<file path="src/rtl/load_store_unit_if.sv">
`default_nettype none
`timescale 1ns/1ps
// +--------------------------------------------------------------------------+
// | load_store_unit_if : request/response and memory-bus bundle of the LSU  |
// | Revision: 1.0                                                            |
// +--------------------------------------------------------------------------+
interface load_store_unit_if;
   logic        req_valid;
   logic        req_ready;
   logic        is_store;
   logic [2:0]  funct3;
   logic [31:0] addr;
   logic [31:0] store_data;
   logic [4:0]  rd_idx;
   logic        busy;
   logic        resp_valid;
   logic [4:0]  resp_rd;
   logic [31:0] load_data;
   logic [1:0]  err;
   logic        mem_req;
   logic        mem_we;
   logic [31:0] mem_addr;
   logic [3:0]  mem_wstrb;
   logic [31:0] mem_wdata;
   logic        mem_gnt;
   logic        mem_rvalid;
   logic [31:0] mem_rdata;

   modport slave (
      input  req_valid, is_store, funct3, addr, store_data, rd_idx,
             mem_gnt, mem_rvalid, mem_rdata,
      output req_ready, busy, resp_valid, resp_rd, load_data, err,
             mem_req, mem_we, mem_addr, mem_wstrb, mem_wdata
   );

   modport master (
      output req_valid, is_store, funct3, addr, store_data, rd_idx,
             mem_gnt, mem_rvalid, mem_rdata,
      input  req_ready, busy, resp_valid, resp_rd, load_data, err,
             mem_req, mem_we, mem_addr, mem_wstrb, mem_wdata
   );
endinterface
`default_nettype wire

</file>
<file path="src/rtl/load_store_unit.sv">
`default_nettype none
`timescale 1ns/1ps
// +--------------------------------------------------------------------------+
// | load_store_unit : RV32I load/store unit with a req/gnt/rvalid memory bus |
// | Revision: 1.0                                                            |
// +--------------------------------------------------------------------------+
module load_store_unit #(
   parameter int TIMEOUT = 16
) (
   input  logic               clk,
   input  logic               rst_n,
   load_store_unit_if.slave   bus
);

   typedef enum logic [1:0] {
      S_IDLE = 2'd0,
      S_REQ  = 2'd1,
      S_WAIT = 2'd2,
      S_RESP = 2'd3
   } state_t;

   localparam logic [7:0] c_LIMIT = 8'(TIMEOUT - 1);

   state_t      r_state;
   state_t      w_state_nxt;
   logic        r_is_store;
   logic [2:0]  r_funct3;
   logic [31:0] r_addr;
   logic [31:0] r_wdata;
   logic [3:0]  r_wstrb;
   logic [4:0]  r_rd;
   logic [7:0]  r_cnt;
   logic [4:0]  r_resp_rd;
   logic [31:0] r_load_data;
   logic [1:0]  r_err;

   logic        w_legal;
   logic        w_misaligned;
   logic        w_accept;
   logic        w_to_resp;
   logic [1:0]  w_err;
   logic [31:0] w_data;
   logic [4:0]  w_rd;
   logic [3:0]  w_wstrb;
   logic [31:0] w_wdata;
   logic [7:0]  w_byte;
   logic [15:0] w_half;
   logic [31:0] w_ext;

   // Classification of the incoming operation; illegal funct3 outranks misalignment.
   always_comb begin
      w_legal = 1'b0;
      case (bus.funct3)
         3'b000, 3'b001, 3'b010: w_legal = 1'b1;
         3'b100, 3'b101:         w_legal = !bus.is_store;
         default:                w_legal = 1'b0;
      endcase
      w_misaligned = ((bus.funct3[1:0] == 2'b01) && bus.addr[0]) ||
                     ((bus.funct3[1:0] == 2'b10) && (bus.addr[1:0] != 2'b00));
   end

   always_comb begin
      w_wstrb = 4'b0000;
      w_wdata = bus.store_data;
      if (bus.is_store) begin
         case (bus.funct3[1:0])
            2'b00: begin
               w_wstrb = 4'b0001 << bus.addr[1:0];
               w_wdata = {4{bus.store_data[7:0]}};
            end
            2'b01: begin
               w_wstrb = bus.addr[1] ? 4'b1100 : 4'b0011;
               w_wdata = {2{bus.store_data[15:0]}};
            end
            default: w_wstrb = 4'b1111;
         endcase
      end
   end

   // Lane selection: only aligned halfwords ever reach the bus, so addr[1] picks the half.
   always_comb begin
      case (r_addr[1:0])
         2'b00:   w_byte = bus.mem_rdata[7:0];
         2'b01:   w_byte = bus.mem_rdata[15:8];
         2'b10:   w_byte = bus.mem_rdata[23:16];
         default: w_byte = bus.mem_rdata[31:24];
      endcase
      w_half = r_addr[1] ? bus.mem_rdata[31:16] : bus.mem_rdata[15:0];
      case (r_funct3)
         3'b000:  w_ext = {{24{w_byte[7]}}, w_byte};
         3'b001:  w_ext = {{16{w_half[15]}}, w_half};
         3'b100:  w_ext = {24'd0, w_byte};
         3'b101:  w_ext = {16'd0, w_half};
         default: w_ext = bus.mem_rdata;
      endcase
   end

   always_comb begin
      w_state_nxt = r_state;
      w_accept    = 1'b0;
      w_to_resp   = 1'b0;
      w_err       = 2'b00;
      w_data      = 32'd0;
      w_rd        = r_is_store ? 5'd0 : r_rd;
      case (r_state)
         S_IDLE: begin
            if (bus.req_valid) begin
               w_accept = 1'b1;
               w_rd     = bus.is_store ? 5'd0 : bus.rd_idx;
               if (!w_legal) begin
                  w_state_nxt = S_RESP;
                  w_to_resp   = 1'b1;
                  w_err       = 2'b10;
               end else if (w_misaligned) begin
                  w_state_nxt = S_RESP;
                  w_to_resp   = 1'b1;
                  w_err       = 2'b01;
               end else begin
                  w_state_nxt = S_REQ;
               end
            end
         end
         S_REQ: begin
            if (bus.mem_gnt) begin
               if (r_is_store) begin
                  w_state_nxt = S_RESP;
                  w_to_resp   = 1'b1;
               end else begin
                  w_state_nxt = S_WAIT;
               end
            end else if (r_cnt >= c_LIMIT) begin
               w_state_nxt = S_RESP;
               w_to_resp   = 1'b1;
               w_err       = 2'b11;
            end
         end
         S_WAIT: begin
            // A late grant can push the count past the limit; data arriving still wins.
            if (bus.mem_rvalid) begin
               w_state_nxt = S_RESP;
               w_to_resp   = 1'b1;
               w_data      = w_ext;
            end else if (r_cnt >= c_LIMIT) begin
               w_state_nxt = S_RESP;
               w_to_resp   = 1'b1;
               w_err       = 2'b11;
            end
         end
         default: w_state_nxt = S_IDLE;
      endcase
   end

   always_ff @(posedge clk or negedge rst_n) begin
      if (!rst_n) begin
         r_state <= S_IDLE;
      end else begin
         r_state <= w_state_nxt;
      end
   end

   always_ff @(posedge clk or negedge rst_n) begin
      if (!rst_n) begin
         r_is_store  <= 1'b0;
         r_funct3    <= 3'd0;
         r_addr      <= 32'd0;
         r_wdata     <= 32'd0;
         r_wstrb     <= 4'd0;
         r_rd        <= 5'd0;
         r_cnt       <= 8'd0;
         r_resp_rd   <= 5'd0;
         r_load_data <= 32'd0;
         r_err       <= 2'b00;
      end else begin
         if (w_accept) begin
            r_is_store <= bus.is_store;
            r_funct3   <= bus.funct3;
            r_addr     <= bus.addr;
            r_wdata    <= w_wdata;
            r_wstrb    <= w_wstrb;
            r_rd       <= bus.rd_idx;
         end
         if ((r_state == S_REQ) || (r_state == S_WAIT)) begin
            r_cnt <= r_cnt + 8'd1;
         end else begin
            r_cnt <= 8'd0;
         end
         if (w_to_resp) begin
            r_err       <= w_err;
            r_load_data <= w_data;
            r_resp_rd   <= w_rd;
         end
      end
   end

   assign bus.req_ready  = (r_state == S_IDLE);
   assign bus.busy       = (r_state != S_IDLE);
   assign bus.resp_valid = (r_state == S_RESP);
   assign bus.mem_req    = (r_state == S_REQ);
   assign bus.mem_we     = (r_state == S_REQ) && r_is_store;
   assign bus.mem_addr   = {r_addr[31:2], 2'b00};
   assign bus.mem_wstrb  = bus.mem_we ? r_wstrb : 4'b0000;
   assign bus.mem_wdata  = r_wdata;
   assign bus.resp_rd    = r_resp_rd;
   assign bus.load_data  = r_load_data;
   assign bus.err        = r_err;

endmodule
`default_nettype wire
</file>
<file path="src/flat_wrapper.sv">
// flat-port wrapper written by rule: the top's interface ports become plain ports
module load_store_unit_flat 
#(
   parameter int TIMEOUT = 16
)
  (clk, rst_n, bus_req_valid, bus_is_store, bus_funct3, bus_addr, bus_store_data, bus_rd_idx, bus_mem_gnt, bus_mem_rvalid, bus_mem_rdata, bus_req_ready, bus_busy, bus_resp_valid, bus_resp_rd, bus_load_data, bus_err, bus_mem_req, bus_mem_we, bus_mem_addr, bus_mem_wstrb, bus_mem_wdata);
  load_store_unit_if bus_i ();
  input  logic clk;
  input  logic rst_n;
  input wire logic [$bits(bus_i.req_valid)-1:0] bus_req_valid;
  input wire logic [$bits(bus_i.is_store)-1:0] bus_is_store;
  input wire logic [$bits(bus_i.funct3)-1:0] bus_funct3;
  input wire logic [$bits(bus_i.addr)-1:0] bus_addr;
  input wire logic [$bits(bus_i.store_data)-1:0] bus_store_data;
  input wire logic [$bits(bus_i.rd_idx)-1:0] bus_rd_idx;
  input wire logic [$bits(bus_i.mem_gnt)-1:0] bus_mem_gnt;
  input wire logic [$bits(bus_i.mem_rvalid)-1:0] bus_mem_rvalid;
  input wire logic [$bits(bus_i.mem_rdata)-1:0] bus_mem_rdata;
  output wire logic [$bits(bus_i.req_ready)-1:0] bus_req_ready;
  output wire logic [$bits(bus_i.busy)-1:0] bus_busy;
  output wire logic [$bits(bus_i.resp_valid)-1:0] bus_resp_valid;
  output wire logic [$bits(bus_i.resp_rd)-1:0] bus_resp_rd;
  output wire logic [$bits(bus_i.load_data)-1:0] bus_load_data;
  output wire logic [$bits(bus_i.err)-1:0] bus_err;
  output wire logic [$bits(bus_i.mem_req)-1:0] bus_mem_req;
  output wire logic [$bits(bus_i.mem_we)-1:0] bus_mem_we;
  output wire logic [$bits(bus_i.mem_addr)-1:0] bus_mem_addr;
  output wire logic [$bits(bus_i.mem_wstrb)-1:0] bus_mem_wstrb;
  output wire logic [$bits(bus_i.mem_wdata)-1:0] bus_mem_wdata;
  assign bus_i.req_valid = bus_req_valid;
  assign bus_i.is_store = bus_is_store;
  assign bus_i.funct3 = bus_funct3;
  assign bus_i.addr = bus_addr;
  assign bus_i.store_data = bus_store_data;
  assign bus_i.rd_idx = bus_rd_idx;
  assign bus_i.mem_gnt = bus_mem_gnt;
  assign bus_i.mem_rvalid = bus_mem_rvalid;
  assign bus_i.mem_rdata = bus_mem_rdata;
  assign bus_req_ready = bus_i.req_ready;
  assign bus_busy = bus_i.busy;
  assign bus_resp_valid = bus_i.resp_valid;
  assign bus_resp_rd = bus_i.resp_rd;
  assign bus_load_data = bus_i.load_data;
  assign bus_err = bus_i.err;
  assign bus_mem_req = bus_i.mem_req;
  assign bus_mem_we = bus_i.mem_we;
  assign bus_mem_addr = bus_i.mem_addr;
  assign bus_mem_wstrb = bus_i.mem_wstrb;
  assign bus_mem_wdata = bus_i.mem_wdata;
  load_store_unit #(.TIMEOUT(TIMEOUT)) u_core (.clk(clk), .rst_n(rst_n), .bus(bus_i));
endmodule
</file>
<file path="config.mk">
export PLATFORM = sky130hd
export DESIGN_NAME = load_store_unit_flat
export DESIGN_NICKNAME = d
export VERILOG_FILES = /design/src/rtl/load_store_unit_if.sv /design/src/rtl/load_store_unit.sv /design/src/flat_wrapper.sv
export SDC_FILE = /design/constraint.sdc
export NUM_CORES = 1
export LEC_CHECK = 0
export ABC_CLOCK_PERIOD_IN_PS = 2200
export CAP_MARGIN = 40
export CORE_MARGIN = 3
export CORE_UTILIZATION = 58
export DETAILED_ROUTE_END_ITERATION = 8
export DONT_BUFFER_PORTS = 1
export PLACE_DENSITY_LB_ADDON = 0.1
export SLEW_MARGIN = 20
export SYNTH_ARGS = -nofsm -noshare
export SYNTH_HDL_FRONTEND = slang
export SYNTH_SLANG_ARGS = --single-unit
</file>
<file path="constraint.sdc">
create_clock -name clk -period 2.2 [get_ports clk]
set_clock_uncertainty 0.15 [all_clocks]
set_input_delay 0.44 -clock clk [delete_from_list [all_inputs] [get_ports clk]]
set_output_delay 0.44 -clock clk [all_outputs]
set_load 0.02 [all_outputs]
</file>
-- Word-level counts from Yosys, hierarchy flattened
Cells that the tools add are included.
Widths: inputs -> output; s select.
- muxes and demuxes: 42
- magnitude comparators: 1
- shift-type cells: 1
- reduce and logical (&&, ||, !) cells: 15
- $add $sub $neg: 1
- equal/unequal tests: 15
- operator list (cell ; count):
    $pmux 32 s4 ; 1
    $mux 32 ; 3
    $pmux 32 s2 ; 1
    $pmux 8 s3 ; 1
    $mux 2 ; 11
    $mux 5 ; 4
    $mux 16 ; 1
    $eq 3x3->1 const B ; 4
    $mux 4 ; 3
    $pmux 2 s3 ; 2
    $mux 1 ; 11
    $add 8x1->8 const B ; 1
    $eq 2x2->1 const B ; 4
    $ge 8x4->1 const B ; 1
    $mux 8 ; 1
    $pmux 4 s2 ; 1
    $eq 2x1->1 const B ; 3
    $eq 3x1->1 const B ; 2
    $logic_not 2->1 ; 3
    $logic_not 3->1 ; 2
    $reduce_bool 2->1 ; 2
    $shl 1x2->4 const A ; 1
    $eq 3x2->1 const B ; 1
    $logic_and 1x1->1 ; 3
    7 further kinds ; 8
- register bits: 126
- output and inout bits: 112

-- Depth between registers and ports, before layout
- word-level depth: 7
- gate-level depth with buffers: 10
- depth with buffers taken out: 6

-- Least setup slack after synthesis
No wires, ideal clock.
- path kind: flip-flop to flip-flop
- start point: reg u_core.r_state[0]
- end point: reg u_core.r_err[0], in the netlist u_core.bus.err[0]
- path buffers: 4
- cell stages (with the launch flop): 11
- data arrival time: 2.211 ns
- setup slack: -0.286 ns
- required time: 1.925 ns
- cell sequence: dfrtp_1 inv_1 ha_1 clkbuf_1 and2_1 clkbuf_1 nand4_1 o211ai_2 buf_6 buf_6 mux2_4
- cells in the longest elaborated chain, start to end: 2
- RTL lines (what ; line ; source):
    start, declared ; load_store_unit.sv:24 ; state_t r_state;
    start signal, assigned ; load_store_unit.sv:157 ; r_state <= w_state_nxt;
    $logic_not 2->1 (*) ; - ;
    named net bus_req_ready ; flat_wrapper.sv:19 ; output wire logic [$bits(bus_i.req_ready)-1:0] bus_req_ready;
    $pmux 2 s3 / $pmux 1 s3 (equally long branches) ; load_store_unit.sv:105 ; case (r_state)
    end signal, assigned ; load_store_unit.sv:188 ; r_err <= w_err;
    end, declared ; load_store_unit.sv:35 ; logic [1:0] r_err;
Mark *: on every way through the listed nets, which the timed path passes. The rest lies on a longest branch.
A chain may end at the register's enable or synchronous reset.

-- Worst setup path after layout
- start point: reg u_core.r_cnt[7]
- end point: reg u_core.r_load_data[22], in the netlist u_core.bus.load_data[22]
- cells in the longest elaborated chain, start to end: 4
- RTL lines (what ; line ; source):
    start, declared ; load_store_unit.sv:32 ; logic [7:0] r_cnt;
    start signal, assigned ; load_store_unit.sv:183 ; r_cnt <= r_cnt + 8'd1;
    $ge 8x4->1 (*) ; load_store_unit.sv:131, load_store_unit.sv:143 ;
    $mux 1 (*) ; load_store_unit.sv:131, load_store_unit.sv:143 ;
    $mux 1, on equally long branches ; load_store_unit.sv:139, load_store_unit.sv:124 ;
    $pmux 1 s3 (*) ; load_store_unit.sv:105 ;
    end signal, assigned ; load_store_unit.sv:189 ; r_load_data <= w_data;
    end, declared ; load_store_unit.sv:34 ; logic [31:0] r_load_data;
Mark *: on every way between the ends. The rest lies on a longest branch, timed or not.

==> flow_metrics.py <==
metrics = {
    "floorplan": {
        "dieArea_um2": 12700,
        "die_h_um": 113,
        "core-area_um2": 11000,
        "ios": 222,
        "start_util": 0.601,
        "die_w_um": 113,
        "rows": 38,
    },
    "worst_setup_path": {
        "path_max_fanout": 32,
        "critPathLaunchType": "flip-flop",
        "worst_ep_required_time_ns": 2.33,
        "crit_type": "reg -> reg",
        "end_kind": "flip-flop",
        "cp.arrival_ns": 2.36,
    },
    "global_route": {
        "grt_pass1_vias": 4450,
        "grt_antenna_before_repair": 0,
        "grt_pass1_wl_mm": 24.1,
        "groute.usage.overall": 0.242,
        "overflow": 0,
        "grt_max_degree": 127,
    },
    "cts": {
        "clk_pin_slew_ns": 0.06,
        "cts_made_buffers": 17,
        "cts_tree": "done",
        "clk_path_buf_depth": 2,
        "clk_latency_ns": 0.40,
        "h-tree-depth": 4,
        "clkSinkCount": 126,
        "clockRootBuffer": "clkbuf_16",
    },
    "cells_and_area": {
        "post-route-util": 0.666,
        "diodes": 0,
        "nFillCells": 833,
        "nNetsFinal": 682,
        "mostFrequentLayoutCells": "dfrtp_1 (124), mux2_2 (64), o21ai_0 (47)",
        "layout_commonest_cell": "dfrtp_1",
        "drive_gt1_frac": 0.290,
        "area_growth_pct": 10.8,
        "multi_input_area_um2": 3030,
        "instances_no_fill": 719,
        "seqCellArea_um2": 3160,
    },
    "placed_design": {
        "io_buffer_count": 0,
        "place_inst": 685,
        "dp_hpwl_mm": 11.1,
        "routabilityCongestion": 0.826,
    },
    "power_and_ir_drop": {
        "leakage_nw": 3.25,
        "worst_ir_drop_vdd_uv": 935,
        "power_density_nw_per_um2": 1620,
        "p_total_w": 0.0119,
    },
    "sta": {
        "setup_ws_ns": -0.0257,
        "final_hold_viol_count": 126,
        "min_period_over_period": 1.01,
        "tightestPinTransition_ns": 0.553,
        "relSlewSlack": 0.631,
        "fmax_mhz": 449,
        "report.final.slew_viol_count": 0,
        "rsz0062_at_grt": "true",
        "hold_ws_ns": -0.427,
        "finalSetupViolCount": 23,
        "finalCriticalPeriod_ns": 2.23,
    },
    "synthesis": {
        "async_flop_share": 1.00,
        "synthXorXnorAreaFrac": 0.00796,
        "muxShareOfSynthArea": 0.207,
        "synth-edff-count": 0,
        "synthCells": 592,
        "synth_cell_types": 50,
        "ys_ff_latch": 126,
        "syn_area_per_cell_um2": 11.2,
        "synth_top_family_by_area": "multiplexers",
        "ys_warn_count": 0,
        "seq_area_frac_synth": 0.478,
        "synthAdderAreaFrac": 0.0114,
        "synthSimpleGateAreaFrac": 0.0781,
        "synthesis.area_um2": 6600,
        "synthTopCellsByArea": "dfrtp_1 (48%), mux2_2 (11%), mux2i_1 (4.9%)",
        "yosys.area.top_type": "dfrtp_1",
        "synth_ff_type": "dfrtp_1",
        "yosys.area.top_type_share": 0.478,
        "synth_compound_area_frac": 0.142,
    },
    "min_path": {
        "min_path_type": "in -> async",
    },
    "run_status": {
        "outcome": "complete, but fails checks",
        "violations": "hold timing, setup timing",
    },
    "routing": {
        "ant_nets": 0,
        "drt-initial-drc-count": 219,
        "dr.pass1.iters": 4,
        "wire_per_inst_um": 20.9,
        "totalWireLength_mm": 15.1,
        "route.detailed.drc": 0,
        "vias": 4378,
        "vias_per_cell": 6.09,
    },
    "flow_run": {
        "cap_violations": 0,
    },
}
-- worst paths after layout --
path / cells after the start / end / slack [ns] / startpoint
worst max-delay path: 5 / u_core.bus.load_data[22]$_DFFE_PN0P_ / -0.03 / u_core.r_cnt[7]$_DFF_PN0_
worst min-delay path: 0 / u_core.bus.load_data[20]$_DFFE_PN0P_ / -0.43 / rst_n
worst max register to register: 5 / u_core.bus.load_data[22]$_DFFE_PN0P_ / -0.03 / u_core.r_cnt[7]$_DFF_PN0_
worst min register to register: 1 / u_core.r_cnt[0]$_DFF_PN0_ / 0.31 / u_core.r_cnt[0]$_DFF_PN0_
max in group asynchronous: 0 / u_core.r_state[0]$_DFFE_PN0P_ / 2.13 / rst_n
min in group clk: 2 / u_core.r_funct3[1]$_DFFE_PN0P_ / 0.02 / bus_funct3[1]
-- critical path, stage by stage (launching register included) --
cell      delay [ns]
dfrtp_1         0.39
or4_4           0.59
o311ai_4        0.30
o211ai_4        0.14
buf_12          0.20
mux2_4          0.32
-- registers in the layout (all words and copies together) (netlist names), 3 cells and up --
name and flops:
u_core.r_funct3 3, u_core.bus.resp_rd 5, u_core.r_cnt 8, u_core.bus.load_data 32, u_core.bus.mem_wdata 32, u_core.r_rd 5
u_core.r_wstrb 4, u_core.r_addr 32
-- synth_stat cells, types with 2 or more instances --
cell type	count
buf_1	9
a32o_1	6
o21ai_0	47
xor2_1	3
a221oi_1	8
nand2b_1	10
mux2i_1	32
a21oi_1	26
inv_1	16
and3_1	7
nor2b_1	5
buf_6	3
buf_2	3
nor3b_1	2
a211oi_1	6
mux2_4	20
xnor2_1	3
nor2_1	7
nand2_1	47
clkbuf_1	31
o31ai_1	13
nand3_1	3
o22ai_1	2
buf_4	32
o211ai_1	17
mux2_2	64
o311ai_4	2
nand3b_1	6
dfrtp_1	126
ha_1	6
and2_1	11
-- layer usage --
layer  routed length (um)  GRT usage
met4                  231     0.0753
met1                 5820      0.294
met2                 7550      0.386
met5                    0          0
met3                 1460      0.110
-- final cells by class --
cell class | instances | area share
Sequential cell | 126 | 0.431
Multi-Input combinational cell | 373 | 0.414
Clock buffer | 23 | 0.0653
Timing Repair Buffer | 32 | 0.0385
Tap cell | 140 | 0.0239
Clock inverter | 9 | 0.0180
Inverter | 16 | 0.00855
-- repair_timing --
item | 4_1_cts | 5_1_grt
endpoints found under the hold margin | 126 | 126
resized for setup | 13 | 6
setup buffers | 2 | 0
setup endpoints to repair | 37 | 41
pin swaps | 0 | 0
-- report_power, final --
part / leakage [nW] / switching [W] / total [W] / internal [W]
Clock: 0.302 / 0.000978 / 0.00285 / 0.00188
Sequential: 1.59 / 0.00194 / 0.00534 / 0.00339
Combinational: 1.36 / 0.00181 / 0.00366 / 0.00185
-- kinds of logic after synthesis --
group	after synthesis
fa+ha+maj	6
buf+inv	94
simple gates	102
compound gates	140
other cells	1
flops	126
mux	117
xor+xnor	6
-- metrics by stage --
stage / setup slack [ns] / area [um^2] / TNS (ns)
final: -0.0257 / 7310 / -0.299
after global placement: 0.0302 / 6630 / 0
after detailed placement: -0.0251 / 6630 / -0.302
after global routing: -0.0714 / 7310 / -1.83
after CTS: -0.0356 / 7290 / -0.465
after floorplan: -0.0204 / 6640 / -0.407
Power figures use the tool's default switching activity.
